$ cat config.mk
export PLATFORM = sky130hd
export DESIGN_NAME = adc_sample_packer
export DESIGN_NICKNAME = d
export VERILOG_FILES = /design/src/rtl/adc_sample_packer.sv
export SDC_FILE = /design/constraint.sdc
export NUM_CORES = 1
export LEC_CHECK = 0
export ABC_CLOCK_PERIOD_IN_PS = 5400
export CORE_UTILIZATION = 33
export CTS_CLUSTER_SIZE = 40
export DETAILED_ROUTE_END_ITERATION = 16
export HOLD_SLACK_MARGIN = 0.08
export MAX_ROUTING_LAYER = met4
export RECOVER_POWER = 100
export SYNTH_ARGS = -nofsm -noshare
export SYNTH_HDL_FRONTEND = slang
export SYNTH_SLANG_ARGS = --single-unit
$ cat constraint.sdc
create_clock -name adc_sampleclk -period 5.4 [get_ports adc_sampleclk]
set_input_delay 0.81 -clock adc_sampleclk [delete_from_list [all_inputs] [get_ports adc_sampleclk]]
set_output_delay 0.81 -clock adc_sampleclk [all_outputs]
set_load 0.03 [all_outputs]
$ cat src/rtl/adc_sample_packer.sv
// ADC capture front-end: decimates, packs samples plus two flag bits
// into FIFO words, stops after a programmed count and flushes partial words.
module adc_sample_packer #(
    parameter int SAMPLE_WIDTH     = 10,
    parameter int SAMPLES_PER_WORD = 3,
    parameter int WORD_WIDTH       = 32,
    parameter int CNT_WIDTH        = 32,
    parameter int DECIM_WIDTH      = 16
) (
    input  logic                    adc_sampleclk,
    input  logic                    ddr_usrreset,
    input  logic [SAMPLE_WIDTH-1:0] adc_datain,
    input  logic                    adc_or,
    input  logic                    adc_trig_status,
    input  logic                    capture_go,
    input  logic [DECIM_WIDTH-1:0]  decimate,
    input  logic [CNT_WIDTH-1:0]    max_samples,
    output logic [WORD_WIDTH-1:0]   fifo_din,
    output logic                    fifo_wr_en,
    input  logic                    fifo_full,
    output logic                    capture_stop,
    output logic                    busy,
    output logic [CNT_WIDTH-1:0]    samples_captured,
    output logic                    overflow
);
    localparam int SLOT_W = (SAMPLES_PER_WORD > 1) ? $clog2(SAMPLES_PER_WORD) : 1;
    localparam int DATA_W = SAMPLE_WIDTH * SAMPLES_PER_WORD;

    typedef enum logic [1:0] {IDLE, CAPTURE, FLUSH, DONE} state_t;

    state_t                 state;
    logic [DECIM_WIDTH-1:0] decim_q;
    logic [DECIM_WIDTH-1:0] dcnt;
    logic [CNT_WIDTH-1:0]   max_q;
    logic [SLOT_W-1:0]      slot;
    logic [DATA_W-1:0]      acc;
    logic                   or_acc;
    logic                   trig_acc;

    logic                   kept;
    logic                   word_full;
    logic                   last;
    logic                   emit;
    logic [DATA_W-1:0]      data_n;
    logic                   or_n;
    logic [CNT_WIDTH-1:0]   cnt_n;
    logic [WORD_WIDTH-1:0]  emit_word;

    function automatic logic [WORD_WIDTH-1:0] pack(
        input logic [DATA_W-1:0] d,
        input logic              o,
        input logic              t
    );
        logic [WORD_WIDTH-1:0] w;
        w               = '0;
        w[DATA_W-1:0]   = d;
        w[WORD_WIDTH-1] = o;
        w[WORD_WIDTH-2] = t;
        return w;
    endfunction

    always_comb begin
        kept   = (dcnt == '0);
        data_n = acc;
        for (int s = 0; s < SAMPLES_PER_WORD; s++) begin
            if (slot == SLOT_W'(s)) begin
                data_n[s*SAMPLE_WIDTH +: SAMPLE_WIDTH] = adc_datain;
            end
        end
        or_n      = or_acc | adc_or;
        cnt_n     = (&samples_captured) ? samples_captured : samples_captured + 1'b1;
        word_full = (slot == SLOT_W'(SAMPLES_PER_WORD - 1));
        last      = (cnt_n == max_q);
        emit      = (state == FLUSH) ||
                    ((state == CAPTURE) && capture_go && kept && word_full);
        emit_word = (state == FLUSH) ? pack(acc, or_acc, trig_acc)
                                     : pack(data_n, or_n, adc_trig_status);
    end

    always_ff @(posedge adc_sampleclk or posedge ddr_usrreset) begin
        if (ddr_usrreset) begin
            state            <= IDLE;
            fifo_din         <= '0;
            fifo_wr_en       <= 1'b0;
            capture_stop     <= 1'b0;
            busy             <= 1'b0;
            samples_captured <= '0;
            overflow         <= 1'b0;
            decim_q          <= '0;
            dcnt             <= '0;
            max_q            <= '0;
            slot             <= '0;
            acc              <= '0;
            or_acc           <= 1'b0;
            trig_acc         <= 1'b0;
        end else begin
            fifo_wr_en <= 1'b0;
            if (emit) begin
                if (fifo_full) begin
                    overflow <= 1'b1;
                end else begin
                    fifo_din   <= emit_word;
                    fifo_wr_en <= 1'b1;
                end
            end
            unique case (state)
                IDLE: begin
                    if (capture_go) begin
                        decim_q          <= decimate;
                        max_q            <= max_samples;
                        samples_captured <= '0;
                        overflow         <= 1'b0;
                        slot             <= '0;
                        dcnt             <= '0;
                        acc              <= '0;
                        or_acc           <= 1'b0;
                        trig_acc         <= 1'b0;
                        if (max_samples == '0) begin
                            state        <= DONE;
                            capture_stop <= 1'b1;
                        end else begin
                            state <= CAPTURE;
                            busy  <= 1'b1;
                        end
                    end
                end
                CAPTURE: begin
                    if (!capture_go) begin
                        state <= IDLE;
                        busy  <= 1'b0;
                    end else if (kept) begin
                        dcnt             <= decim_q;
                        samples_captured <= cnt_n;
                        if (word_full) begin
                            slot     <= '0;
                            acc      <= '0;
                            or_acc   <= 1'b0;
                            trig_acc <= 1'b0;
                        end else begin
                            slot     <= slot + 1'b1;
                            acc      <= data_n;
                            or_acc   <= or_n;
                            trig_acc <= adc_trig_status;
                        end
                        // a final sample that closes a word needs no flush cycle
                        if (last) begin
                            if (word_full) begin
                                state        <= DONE;
                                busy         <= 1'b0;
                                capture_stop <= 1'b1;
                            end else begin
                                state <= FLUSH;
                            end
                        end
                    end else begin
                        dcnt <= dcnt - 1'b1;
                    end
                end
                FLUSH: begin
                    state        <= DONE;
                    busy         <= 1'b0;
                    capture_stop <= 1'b1;
                end
                DONE: begin
                    if (!capture_go) begin
                        state        <= IDLE;
                        capture_stop <= 1'b0;
                    end
                end
            endcase
        end
    end
endmodule

# Word-level counts from Yosys, hierarchy flattened

Index checks and enable logic that the tools add are counted.

Output and inout port bits: 68
Bits in registers: 168
Logic and storage cells: 115
Input port bits: 64

Reductions and logical operators: 18
Muxes and demuxes: 61
Equal/unequal tests: 17
Bitwise gates (word level): 2
Add/sub/neg operators: 3

Operators with widths:

| cell                                                | number |
|---|---|
| 2-to-1 mux 32 bit                                   | 5 |
| 2-to-1 mux 30 bit                                   | 4 |
| case mux 32 bit (2 select lines)                    | 1 |
| case mux 30 bit (2 select lines)                    | 1 |
| 2-to-1 mux 16 bit                                   | 3 |
| adder 32 x 1 -> 32 bit (second input constant)      | 1 |
| == test 32 bit                                      | 1 |
| logical NOT 32 bit                                  | 1 |
| case mux 16 bit (2 select lines)                    | 1 |
| AND reduction 32 bit                                | 1 |
| 2-to-1 mux 10 bit                                   | 3 |
| 2-to-1 mux 1 bit                                    | 27 |
| 2-to-1 mux 2 bit                                    | 10 |
| logical NOT 16 bit                                  | 1 |
| inequality test 2 bit (second input constant)       | 8 |
| subtractor 16 x 1 -> 16 bit (second input constant) | 1 |
| inequality test 3 bit (second input constant)       | 3 |
| case mux 2 bit (4 select lines)                     | 1 |
| AND reduction 4 bit                                 | 2 |
| AND reduction 7 bit                                 | 1 |
| == test 2 bit (second input constant)               | 3 |
| AND reduction 6 bit                                 | 1 |
| == test 2 x 1 -> 1 bit (second input constant)      | 2 |
| logical NOT 2 bit                                   | 2 |
| 13 further kinds                                    | 17 |

# Depth between registers and ports, before layout

Gate-level depths: netlist of the first run.

Depth after elaboration: 8
Mapped depth: 12
Depth with buffers taken out: 10

# Worst setup path before layout of the first run

Ideal clock, no wire load.

Kind: reg-to-reg
Start: reg samples_captured[0]
End: reg state[1]
Data required time: 5.268 ns
Data arrival time: 3.594 ns
Path buffers: 2
Cell stages (with the launch flop): 13
Clock period less this slack: 3.725 ns
Setup time: 0.132 ns
Slack: 1.675 ns
Path through: dfrtp_1 ha_1 nand3_1 or3_1 buf_2 nor4_1 clkbuf_1 nor2_1 a221oi_1 nand4_1 or3_1 o211ai_1 or3b_1

Cells in the longest elaborated chain, start to end: 5
Elaborated cells between the ends (all ways): 6
Classes of those cells: add/sub: 1; eq/ne: 2; mux: 1; reduce/logical: 2

RTL lines:

| what                                                           | RTL line | RTL |
|---|---|---|
| start: declaration                                             | 23       | `output logic [CNT_WIDTH-1:0] samples_captured,` |
| start signal: assignment                                       | 133      | `samples_captured <= cnt_n;` |
| adder 32 x 1 -> 32 bit or AND reduction 32 bit (tied branches) | 71       | `cnt_n = (&samples_captured) ? samples_captured : samples_captured + 1'b1;` |
| 2-to-1 mux 32 bit (*)                                          | 71       |  |
| == test 32 bit (*)                                             | 73       | `last = (cnt_n == max_q);` |
| inequality test 3 bit (no line) (*)                            | -        |  |
| AND reduction 4 bit (no line) (*)                              | -        |  |
| end signal: assignment                                         | 82       | `state <= IDLE;` |
| end signal: assignment                                         | 119      | `state <= DONE;` |
| end signal: assignment                                         | 122      | `state <= CAPTURE;` |
| end: declaration                                               | 31       | `state_t state;` |

Mark *: on every way between the ends. The rest lies on a longest branch, timed or not.
A chain may end at the register's enable or synchronous reset.

# Worst setup path in the final report of the first run

Start: reg samples_captured[1]
End: reg state[1]

The elaborated chain is that of the path after synthesis.

==> flow_results.org, run 1 <==
** Run status
- The run finished, with violations left.
- Violations in the final reports :: capacitance limit, slew limit

** GRT
- Across every metal layer, demand over resource in global routing totals 0.220.
- Maximum number of pins on one net before global-route repair :: 109
- For this run the aggregate overflow at the end of global routing stands at 0.
- The first global-routing pass estimated 47200 um of wire.
- Initial antenna violation count :: 2
- Vias in the first global route :: 7937

** CTS
- In this run the clock root is driven by a sky130_fd_sc_hd__clkbuf_16.
- The longest clock path from root to sink contains 2 buffers.
- Number of gates resized after cts :: 0
- The later pin in the worst-skew pair is clocked with a latency of 450 ps.
- TritonCTS clock tree :: built
- Post-CTS setup buffer count :: 0
- Clock tree synthesis found a total of 168 sinks.
- After clock tree synthesis, the clock-pin slew on the worst setup and hold paths is 80 ps.
- H-tree depth :: 4
- In this run, post-CTS hold repair placed 0 buffers.
- Total clock buffers created by CTS :: 17

** Worst setup path
- Worst R2R Path Depth :: 11
- STA puts the critical path data required time at 5720 ps.
- In this run the worst path has a maximum fanout of 11.
- Critical path startpoint category :: register
- Together, buffers and inverters on the worst path number 1.
- STA classifies the critical path endpoint as a register.
- Class of the most critical setup path :: reg2reg
- Grouping stages by cell kind, the critical path spends the most delay in simple AND/OR/NAND/NOR gates.
- Critical path startpoint :: samples_captured[1]
- The slowest stage of the critical path is the sky130_fd_sc_hd__o311ai_0 cell.
- The worst register-to-register path begins at samples_captured[1].
- Among the stages of the critical path, the cell type that occurs most often is sky130_fd_sc_hd__o211ai_1.
- Crit path largest cell delay :: 660 ps
- The signal on the critical path passes through ha_1 -> nand3_1 -> or3_1 -> nor4_1 -> buf_4 -> nor2_1 -> o311ai_0 -> o211ai_1 -> or4b_1 -> o211ai_1 -> or3b_1.
- In this run the register-to-register setup slack is 820 ps.
- Number of stages on the worst setup path :: 11
- The endpoint identified for the worst register-to-register timing path is state[1].
- The most critical setup path has its endpoint at state[1].
- Arrival time of the worst setup path :: 4900 ps

** Logic synthesis
- Sequential-to-total area share from yosys stat :: 0.448
- After synthesis, the mean cell area works out to 9.46 um2.
- Synthesis produced a netlist with a net count of 1062.
- The synthesized design contains 0 enable-type register cells.
- Counting flops and latches in the post-synthesis netlist gives 168.
- Proportion of register bits with asynchronous set or reset after synthesis :: 1.00
- The synthesized netlist contains 69 unique library cells.
- During synthesis, Yosys emitted a total of 0 warnings.
- After synthesis the cells add up to 9380 um2.
- Primary flip-flop cell chosen by synthesis mapping :: sky130_fd_sc_hd__dfrtp_1
- Number of cells produced by synthesis :: 991

** Route
- Final routed DRC violation total :: 0
- The pre-antenna-repair detailed-routing pass consisted of 5 iterations.
- The first routing iteration left 745 violations.
- Average wire per cell in the routed design :: 20.2 um
- Via total after detailed routing :: 8341
- Final wirelength :: 30000 um
- Final antenna-violating net count :: 0
- Number of vias per cell after detailed routing :: 5.61

** Layout
- Leaving out fill and tap cells, the most frequent cell in the layout is sky130_fd_sc_hd__dfrtp_1.
- # nets final :: 1165
- Post-route insts no fill :: 1486
- Measured on the finished design, the core utilization comes to 0.419.
- Proportion of layout cells with a drive suffix above 1 :: 0.109
- Number of filler instances in the final layout :: 2745
- Compared with the post-synthesis result, the final layout area differs by 24.5%.
- Commonest cells after routing, fill and taps aside :: sky130_fd_sc_hd__dfrtp_1 (168), sky130_fd_sc_hd__nor2_1 (80), sky130_fd_sc_hd__o21ai_0 (79), sky130_fd_sc_hd__a21oi_1 (79), sky130_fd_sc_hd__nand2_1 (71)

** Floorplan
- Initial Util :: 0.337
- The die covers 29100 um2.
- Die height :: 171 um
- Placeable Area :: 27900 um2
- Number of rows in the core area :: 61
- In this run the horizontal extent of the chip is 171 um.
- 132 I/O pins were placed.

** Pwr
- Cell Pwr Density :: 448 nW/um2
- The worst-case IR drop observed on VDD is 0.205 mV.
- The analysis attributes to cell leakage a power of 4.74 nW.

** Hold path
- Hold-critical path depth :: 2
- The path class of the tightest hold or removal check is reg2reg.

** Placed design
- Global placement routability congestion :: 0.985
- HPWL after detailed placement :: 22000 um
- Port buffering added 131 buffers.
- Worst slack, placed :: 1110 ps
- After detailed placement, the design holds a cell count of 1453.

** STA
- Sum of negative setup slack :: 0 ps
- For this run, the top clock speed supported by timing is 218 MHz.
- Post-route fraction of the period consumed by the critical path :: 0.848
- Final number of hold-violating endpoints :: 0
- Final slew viol count :: 170
- Post-layout worst setup margin :: 819 ps
- Setup repair after global routing left no endpoint under its margin.
- Maximum clock skew at final layout :: 15.3 ps
- Count of endpoints failing setup in the final report :: 0
- Slew at the pin closest to its max-slew limit :: 2360 ps
- Subtracting the final worst setup slack from the clock period gives 4580 ps.
- In this run the tightest slew margin relative to its limit is -0.576.

** Job
- Number of max-cap violations :: 2
[worst reg2reg max path: stages (launching register included)]
cell	delay (ps)
sky130_fd_sc_hd__dfrtp_1	430
sky130_fd_sc_hd__ha_1	270
sky130_fd_sc_hd__nand3_1	280
sky130_fd_sc_hd__or3_1	620
sky130_fd_sc_hd__nor4_1	440
sky130_fd_sc_hd__buf_4	290
sky130_fd_sc_hd__nor2_1	100
sky130_fd_sc_hd__o311ai_0	660
sky130_fd_sc_hd__o211ai_1	260
sky130_fd_sc_hd__or4b_1	600
sky130_fd_sc_hd__o211ai_1	170
sky130_fd_sc_hd__or3b_1	350
[layout make-up]
type                       count  area (um2)  share of cell area
multi-input combinational    746        4870               0.417
sequential                   168        4200               0.360
timing repair buffer         148        1430               0.123
tap                          378         473              0.0405
clock buffer                  17         425              0.0364
clock inverter                15         211              0.0181
inverter                      13        52.6             0.00450
antenna                        1        2.50            0.000214
[report_power, final]
part / switching, W / internal, W / total [W]
Sequential: 0.000311 / 0.00161 / 0.00192
Combinational: 0.00113 / 0.000882 / 0.00201
Clock: 0.000651 / 0.000644 / 0.00130
Total: 0.00209 / 0.00314 / 0.00523
[kinds of logic after synthesis]
family                   count (synthesis)  share of synthesized area
AND/OR/NAND/NOR                        345                      0.193
multiplexers                            89                      0.102
adder cells (fa/ha/maj)                  7                    0.00934
flip-flops                             168                      0.448
AO/OA/AOI/OAI                          267                      0.179
buffers and inverters                   77                     0.0328
XOR/XNOR                                38                     0.0355
[routing by layer]
layer  vias up  part of all wire  track usage
met5         -                 0            -
met4         0             0.018       0.0615
met3        25             0.053       0.0326
met2       243              0.47        0.340
met1      4152              0.45        0.299
li1       3921                 -            -
[through the flow]
stage,hold slack [ps],instance area [um2],total power [W]
after floorplan,442,9380,0.00333
after global placement,468,11100,0.00395
after detailed placement,470,11100,0.00397
after CTS,491,11700,0.00528
after global routing,525,11700,0.00557
final,486,11700,0.00523
[state kept, by name, indices dropped and copies added (netlist names)]
register and count:
trig_acc 1, state 2, slot 2, fifo_wr_en 1, acc 30, dcnt 16, or_acc 1, decim_q 16
fifo_din 32, samples_captured 32, capture_stop 1, overflow 1, busy 1, max_q 32
[how the worst min path moves through the flow]
stage / endpoint / startpoint
6_report: dcnt[11] / dcnt[11]
5_1_grt: acc[20] / acc[20]
4_1_cts: dcnt[11] / dcnt[11]
3_5_place_dp: acc[28] / acc[28]
3_3_place_gp: acc[28] / acc[28]
2_1_floorplan: dcnt[11] / dcnt[11]
[synth_stat cells, types with 3 or more instances]
library cell,n,share of area
sky130_fd_sc_hd__or3_1,9,0.0060
sky130_fd_sc_hd__buf_2,8,0.0043
sky130_fd_sc_hd__nand4_1,28,0.019
sky130_fd_sc_hd__or4b_1,3,0.0032
sky130_fd_sc_hd__nor4_1,26,0.017
sky130_fd_sc_hd__nand2b_1,7,0.0047
sky130_fd_sc_hd__or2_2,7,0.0047
sky130_fd_sc_hd__nor3b_1,3,0.0024
sky130_fd_sc_hd__inv_1,13,0.0052
sky130_fd_sc_hd__ha_1,7,0.0093
sky130_fd_sc_hd__buf_1,9,0.0036
sky130_fd_sc_hd__nor3_1,28,0.015
sky130_fd_sc_hd__nor2b_1,5,0.0033
sky130_fd_sc_hd__clkbuf_1,45,0.018
sky130_fd_sc_hd__mux2i_1,37,0.039
sky130_fd_sc_hd__o21ai_0,79,0.042
sky130_fd_sc_hd__a32oi_1,4,0.0037
sky130_fd_sc_hd__nand3_1,29,0.015
sky130_fd_sc_hd__nor4b_1,4,0.0037
sky130_fd_sc_hd__a21oi_1,79,0.042
sky130_fd_sc_hd__a211oi_1,5,0.0040
sky130_fd_sc_hd__xor2_1,16,0.015
sky130_fd_sc_hd__and4_1,4,0.0037
sky130_fd_sc_hd__a221oi_1,3,0.0028
sky130_fd_sc_hd__a22o_1,32,0.030
sky130_fd_sc_hd__mux2_2,51,0.061
sky130_fd_sc_hd__and2_1,18,0.012
sky130_fd_sc_hd__o41ai_1,5,0.0047
sky130_fd_sc_hd__o31ai_1,10,0.0080
sky130_fd_sc_hd__a31oi_1,14,0.0093
sky130_fd_sc_hd__o211ai_1,8,0.0064
sky130_fd_sc_hd__nor2_1,80,0.032
sky130_fd_sc_hd__xnor2_1,22,0.021
sky130_fd_sc_hd__or4_1,3,0.0024
sky130_fd_sc_hd__and3_1,8,0.0053
sky130_fd_sc_hd__nand2_1,71,0.028
sky130_fd_sc_hd__dfrtp_1,168,0.45
(Power assumes the default switching activity.)
==> run 2, diff against run 1 <==
--- a/config.mk
+++ b/config.mk
@@ -5,7 +5,7 @@
 export SDC_FILE = /design/constraint.sdc
 export NUM_CORES = 1
 export LEC_CHECK = 0
-export ABC_CLOCK_PERIOD_IN_PS = 5400
+export ABC_CLOCK_PERIOD_IN_PS = 4050
 export CORE_UTILIZATION = 33
 export CTS_CLUSTER_SIZE = 40
 export DETAILED_ROUTE_END_ITERATION = 16
==> constraint.sdc (replaced) <==
create_clock -name adc_sampleclk -period 4.05 [get_ports adc_sampleclk]
set_input_delay 0.6075 -clock adc_sampleclk [delete_from_list [all_inputs] [get_ports adc_sampleclk]]
set_output_delay 0.6075 -clock adc_sampleclk [all_outputs]
set_load 0.03 [all_outputs]
==> run 2 against run 1 <==
  * The flow still finishes with violations (capacitance limit, slew limit)
  * Critical path depth did not move
  * Via count rose by 2.7%
  * First-iteration DRC count fell by 1.1%
  * Routed wire length rose by 1.3%
  * Cell count rose by 2.2%
  * Critical path type unchanged
==> flow_results.org, run 2 (synthesis results as in run 1) <==
** CTS
- The clock passes through at most 2 buffers.
- In this run the clock root is driven by a sky130_fd_sc_hd__clkbuf_16.
- In this run, CTS created clock tree buffers numbering 17.
- Clock transition at the registers of the reported paths :: 80 ps
- CTS built an H-tree with a depth of 4.
- TritonCTS built the clock tree.
- Latest clock arrival within the worst-skew pair :: 450 ps
- The clock net in this run drives a total of 168 sinks.
- Post-CTS setup buffer count :: 0

** Worst setup path
- Cell family contributing the most delay on the critical path :: simple AND/OR/NAND/NOR gates
- The signal on the critical path passes through ha_1 -> nand3_1 -> or3_1 -> buf_4 -> nor2_1 -> o211ai_1 -> a32oi_1 -> nand4b_1 -> or4b_1 -> o211ai_1 -> or3b_1.
- Crit path top cell by count :: sky130_fd_sc_hd__o211ai_1
- Crit path largest cell delay :: 570 ps
- Along the worst path, the maximum fanout reaches 7.
- Nature of the critical path endpoint :: register
- Class of the most critical setup path :: reg2reg
- CP Buf/Inv Count :: 1
- Data on the critical path is required at its endpoint by 4370 ps.
- Arrival time of the worst setup path :: 4120 ps
- Critical path startpoint category :: register
- The largest individual stage delay along the critical path comes from the cell sky130_fd_sc_hd__or4b_1.

** Layout
- Commonest cells after routing, fill and taps aside :: sky130_fd_sc_hd__dfrtp_1 (168), sky130_fd_sc_hd__nor2_1 (80), sky130_fd_sc_hd__o21ai_0 (79), sky130_fd_sc_hd__a21oi_1 (79), sky130_fd_sc_hd__nand2_1 (71)
- The largest registers in the layout are fifo_din (32), max_q (32), samples_captured (32).
- Proportion of layout cells with a drive suffix above 1 :: 0.133
- At the end of the flow the core is filled with cells to 0.428.
- Leading cell type in the layout, fill and taps excluded :: sky130_fd_sc_hd__dfrtp_1
- The number of antenna diodes in the final layout is 0.
- Layout overhead on the synthesized area :: 27.1%
- The net count of the finished layout is 1198.

** GRT
- Global routing finished with a remaining overflow of 0.
- Global-route wire length before repair :: 48400 um
- Vias in the first global route :: 8289
- Met1 track utilization from global routing :: 0.305
- Entering global routing, the biggest net connects 100 pins.
- GRT met3 Usage :: 0.0365
- In this run the most used layer during global routing was met2.
- Met2 routing resource usage after global routing :: 0.336
- For this run, the total global-route usage over all layers was measured as 0.224.
- The initial antenna violation count came to 0.

** STA
- Derived from the worst setup path, the maximum achievable clock frequency is 263 MHz.
- For the pin with the worst max-slew slack, the measured transition is 2520 ps.
- Headroom to the max-slew limit came out at -0.683.
- Count of endpoints failing setup in the final report :: 0
- The final count of pins violating max slew was 170.
- Setup repair after global routing left no endpoint under its margin.
- Sum of negative setup slack :: 0 ps
- The hold violation count in the final report is 0.
- Clock skew on the completed layout was measured at 13.2 ps.
- In the finished design, the share of the clock period the worst path needs comes to 0.938.
- Post-layout minimum cycle time :: 3800 ps

** Route
- Final wirelength :: 30400 um
- Number of violations reported at the end of detailed-routing iteration 0 :: 737
- Number of vias per cell after detailed routing :: 5.64
- Via total after detailed routing :: 8565
- For this run, design rule violations remaining after detail routing come to 0.
- Average wire per cell in the routed design :: 20.0 um
- TritonRoute pass-1 iters :: 8
- The count of nets left with antenna violations once routing finished came out at 0.

** Pwr
- Maximum resistive drop on vdd :: 0.286 mV
- Dividing total power by cell area gives a power density of 589 nW/um2.
- Total leakage power :: 4.90 nW
- Total power consumption of the routed design :: 0.00702 W

** Floorplan
- Initial Util :: 0.337
- Die area :: 29100 um2
- During I/O placement, the number of pins put on the boundary was 132.
- The floorplan step set the die height to 171 um.
- The total area inside the core boundary comes to 27900 um2.
- The floorplan has 61 rows.
- The die is 171 um wide.

** Placed design
- After legalization and detailed placement, the total HPWL measured 22100 um.
- Global placement routability congestion :: 1.04
- Input/output buffers :: 131

** Run status
- The flow ran to the end, but the final reports show violations.
- Violations in the final reports :: capacitance limit, slew limit

** Hold path
- The path class of the tightest hold or removal check is reg2reg.

** Job
- Number of max-cap violations :: 2
[run 2: final cells by class]
type	count	area, um2
well taps	378	473
clock inverters	15	209
inverters	13	50.0
flip-flops and latches	168	4200
fillers	2727	15900
multi-input cells	746	4890
clock buffers	17	425
repair buffers	181	1670
[run 2: path summary, 6_finish.rpt]
check                                          from              endpoint  slack, ps  cells after the start
worst max register to register  samples_captured[0]              state[1]        250                     11
min in group asynchronous              ddr_usrreset              dcnt[11]       1230                      3
worst max-delay path            samples_captured[0]              state[1]        250                     11
worst min-delay path                        acc[24]               acc[24]        490                      1
max in group asynchronous              ddr_usrreset  samples_captured[25]       1000                      3
worst min register to register              acc[24]               acc[24]        490                      1
[run 2: per-layer routing]
layer	routed length [um]	part of all wire	vias up
li1	-	-	3960
met1	13700	0.45	4193
met2	13800	0.45	353
met3	2100	0.069	59
met4	805	0.026	0
met5	0	0	-
[run 2: metrics by stage]
step                worst slack [ps]  cell area [um2]  hold slack, ps  cells
floorplan                        325             9380             442    991
global placement                 314            11300             465   1486
detailed placement               252            11300             470   1486
CTS                              219            12000             494   1518
global route                    41.9            11900             507   1518
finish                           252            11900             492   1518
[run 2: timing repair]
item / CTS / global route
setup endpoints to repair: 0 / 3
gates resized for setup: 0 / 3
hold buffers: 0 / 0
[run 2: worst register-to-register path: stages (launching register included)]
cell and delay (ps):
sky130_fd_sc_hd__dfrtp_1 430, sky130_fd_sc_hd__ha_1 280, sky130_fd_sc_hd__nand3_1 130, sky130_fd_sc_hd__or3_1 520
sky130_fd_sc_hd__buf_4 230, sky130_fd_sc_hd__nor2_1 310, sky130_fd_sc_hd__o211ai_1 250, sky130_fd_sc_hd__a32oi_1 220
sky130_fd_sc_hd__nand4b_1 210, sky130_fd_sc_hd__or4b_1 570, sky130_fd_sc_hd__o211ai_1 180, sky130_fd_sc_hd__or3b_1 350
[run 2: power by group]
| group | switching, W | leakage [nW] | internal [W] |
|---|---|---|---|
| Sequential | 0.000412 | 2.15 | 0.00215 |
| Clock | 0.000883 | 0.304 | 0.000863 |
| Combinational | 0.00153 | 2.44 | 0.00119 |
| Total | 0.00282 | 4.90 | 0.00420 |
==> run 3, diff against run 2 <==
--- a/config.mk
+++ b/config.mk
@@ -5,7 +5,7 @@
 export SDC_FILE = /design/constraint.sdc
 export NUM_CORES = 1
 export LEC_CHECK = 0
-export ABC_CLOCK_PERIOD_IN_PS = 4050
+export ABC_CLOCK_PERIOD_IN_PS = 3600
 export CORE_UTILIZATION = 33
 export CTS_CLUSTER_SIZE = 40
 export DETAILED_ROUTE_END_ITERATION = 16
==> constraint.sdc (replaced) <==
create_clock -name adc_sampleclk -period 3.6 [get_ports adc_sampleclk]
set_input_delay 0.54 -clock adc_sampleclk [delete_from_list [all_inputs] [get_ports adc_sampleclk]]
set_output_delay 0.54 -clock adc_sampleclk [all_outputs]
set_load 0.03 [all_outputs]
==> run 3 against run 2 <==
  * Cell count up 4.5%
  * Sequential share of layout area down 1.6 points
  * Utilization up 2.2 points
  * Setup slack worse by 190 ps
  * Final area up 5.2%
  * Fmax up 7.2%
  * Non-clock buffer count up 69
  * Critical path depth down 1
  * The flow still finishes with violations (capacitance limit, slew limit)
  * Sequential cell count unchanged
  * Total power up 14%
  * First-iteration DRC count down 6.4%
==> flow_results.org, run 3 (synthesis results as in run 1) <==
** Run status
- The run finished, with violations left.
- The checks that failed: capacitance limit, slew limit.

** CTS
- Longest Clk Path Bufs :: 2
- Hold repair after CTS inserted 0 buffers.
- CTS built an H-tree with a depth of 4.
- Master cell of the clock root buffer :: sky130_fd_sc_hd__clkbuf_16
- At the later pin of the worst-skew pair, clock insertion delay measures 440 ps.
- Counting the buffers created by CTS gives 17.
- After clock tree synthesis, the clock-pin slew on the worst setup and hold paths is 80 ps.
- TritonCTS built the clock tree.
- Clock tree synthesis found a total of 168 sinks.

** Layout
- Post-Route Utilization :: 0.450
- At the end of the flow, the number of nets in the layout was 1267.
- 0 antenna diodes ended up in the layout.
- Compared with the post-synthesis result, the final layout area differs by 33.8%.
- Leading cell type in the layout, fill and taps excluded :: sky130_fd_sc_hd__dfrtp_1
- Commonest cells after routing, fill and taps aside :: sky130_fd_sc_hd__dfrtp_1 (157), sky130_fd_sc_hd__buf_4 (106), sky130_fd_sc_hd__nor2_1 (80), sky130_fd_sc_hd__o21ai_0 (79), sky130_fd_sc_hd__a21oi_1 (79)
- In the final layout, the registers with the most flip-flops are fifo_din (32), max_q (32), samples_captured (32).
- In the final layout, the share of cells above drive strength 1 is 0.200.

** STA
- The smallest clock period supported by the final layout is computed as 3540 ps.
- Count of endpoints failing setup in the final report :: 0
- Between clock sinks in the finished design, the worst skew comes to 12.2 ps.
- Final number of hold-violating endpoints :: 0
- Dividing the final minimum period by the clock period gives 0.984.
- Measured against its own limit, the worst slew margin works out to -0.265.
- Unrepaired setup endpoints after global routing :: yes
- For the pin with the worst max-slew slack, the measured transition is 1900 ps.
- Final slew viol count :: 110
- Post-layout worst setup margin :: 59.0 ps
- Maximum clock rate :: 282 MHz

** Pwr
- Maximum resistive drop on vdd :: 0.388 mV
- Clock group share of total power :: 0.243
- Internal :: 0.00482 W
- Sequential share of power :: 0.359
- Cell Pwr Density :: 638 nW/um2
- Total leakage power :: 5.29 nW
- Summed over all nets, the switching power comes to 0.00318 W.
- Gate power share :: 0.398
- Of the total power, the share spent switching nets is 0.398.
- Total power consumption of the routed design :: 0.00800 W

** GRT
- The first global-routing pass estimated 49200 um of wire.
- Total routing usage reported by global routing :: 0.229
- Overflow after GRT :: 0
- Entering global routing, the biggest net connects 66 pins.
- The via count of the first global-routing pass is 8390.
- The initial antenna violation count is 0.

** Floorplan
- In this run the standard cell core region covers 27900 um2.
- The floorplan step defined a die boundary enclosing 29100 um2.
- The die is 171 um tall.
- Horizontal extent of the die :: 171 um
- Initial Util :: 0.337
- 132 I/O pins were placed.
- Number of rows in the core area :: 61

** Placed design
- HPWL after detailed placement :: 23400 um
- Input/output buffers :: 131
- Timing analysis after detailed placement gives a worst setup slack of -45.2 ps.
- The congestion estimate from routability-driven global placement came to 0.987.

** Route
- Final routed DRC violation total :: 0
- Number of violations reported at the end of detailed-routing iteration 0 :: 690
- For this run, the detailed router's first-pass iteration total came to 5.
- Final antenna-violating net count :: 0
- Average wire per cell in the routed design :: 19.8 um
- Number of vias per cell after detailed routing :: 5.54
- Via total after detailed routing :: 8796
- For this block, the routed nets add up to 31400 um of wire.

** Worst setup path
- Req. time, crit path :: 3950 ps
- Arrival time of the worst setup path :: 3890 ps
- Nature of the critical path endpoint :: register
- Class of the most critical setup path :: reg2reg
- In this run the worst path has a maximum fanout of 5.
- The worst setup path is launched from a register.

** Job
- Number of max-cap violations :: 2

** Hold path
- The tightest min-delay check is of the reg2reg type.
## run 3: changes by cell type in the layout (fill, tap and decap cells not counted), sizes merged
cell	change
buf	+68
clkinv	+2
dlymetal6s4s	+1
inv	-2
## run 3: power by group through the flow
stage	sequential [W]	combinational, W	clock, W
after floorplan	0.00281	0.00218	0
final	0.00287	0.00318	0.00195
after global placement	0.00290	0.00314	0
after CTS	0.00288	0.00318	0.00199
after global routing	0.00295	0.00351	0.00207
after detailed placement	0.00291	0.00315	0
## run 3: through the flow
step,cell area (um2),hold WS (ps),setup TNS [ps],std cells
global placement,11800,464,0,1546
global route,12500,503,-748,1587
detailed placement,11800,470,-61.6,1546
finish,12500,487,0,1587
CTS,12500,465,0,1578
floorplan,9400,442,0,991
## run 3: critical path, cell delays in order, from the launching register on
cell	delay, ps
sky130_fd_sc_hd__dfrtp_2	400
sky130_fd_sc_hd__ha_1	180
sky130_fd_sc_hd__nand3_1	110
sky130_fd_sc_hd__or3_4	390
sky130_fd_sc_hd__nor4_4	420
sky130_fd_sc_hd__mux2_4	220
sky130_fd_sc_hd__or4b_1	430
sky130_fd_sc_hd__or4b_4	540
sky130_fd_sc_hd__nor4_4	360
sky130_fd_sc_hd__nand4_1	160
sky130_fd_sc_hd__a211oi_2	240
## run 3: worst paths after layout
check / start / endpoint / slack [ps] / cells past startpoint
max: samples_captured[0] / state[0] / 60 / 10
min: dcnt[11] / dcnt[11] / 490 / 2
max reg2reg: samples_captured[0] / state[0] / 60 / 10
min reg2reg: dcnt[11] / dcnt[11] / 490 / 2
max in group asynchronous: ddr_usrreset / fifo_wr_en / 650 / 3
min in group asynchronous: ddr_usrreset / acc[28] / 640 / 2
## run 3: layout make-up
cell class,count,area (um2)
clock buffers,17,425
multi-input cells,746,4960
flip-flops and latches,168,4220
inverters,13,50.0
repair buffers,250,2200
well taps,378,473
clock inverters,15,211
fillers,2696,15300
## run 3: per-layer routing
layer  share of wire  up-vias  GRT usage
met5               0        -          -
met3           0.057       39     0.0361
li1                -     4105          -
met2            0.46      322      0.349
met4           0.021        0     0.0642
met1            0.46     4330      0.314
## run 3: repair_timing
action,CTS,global route
gates resized for setup,1,14
setup endpoints to repair,2,4
setup buffers,0,9
pin swaps,0,11
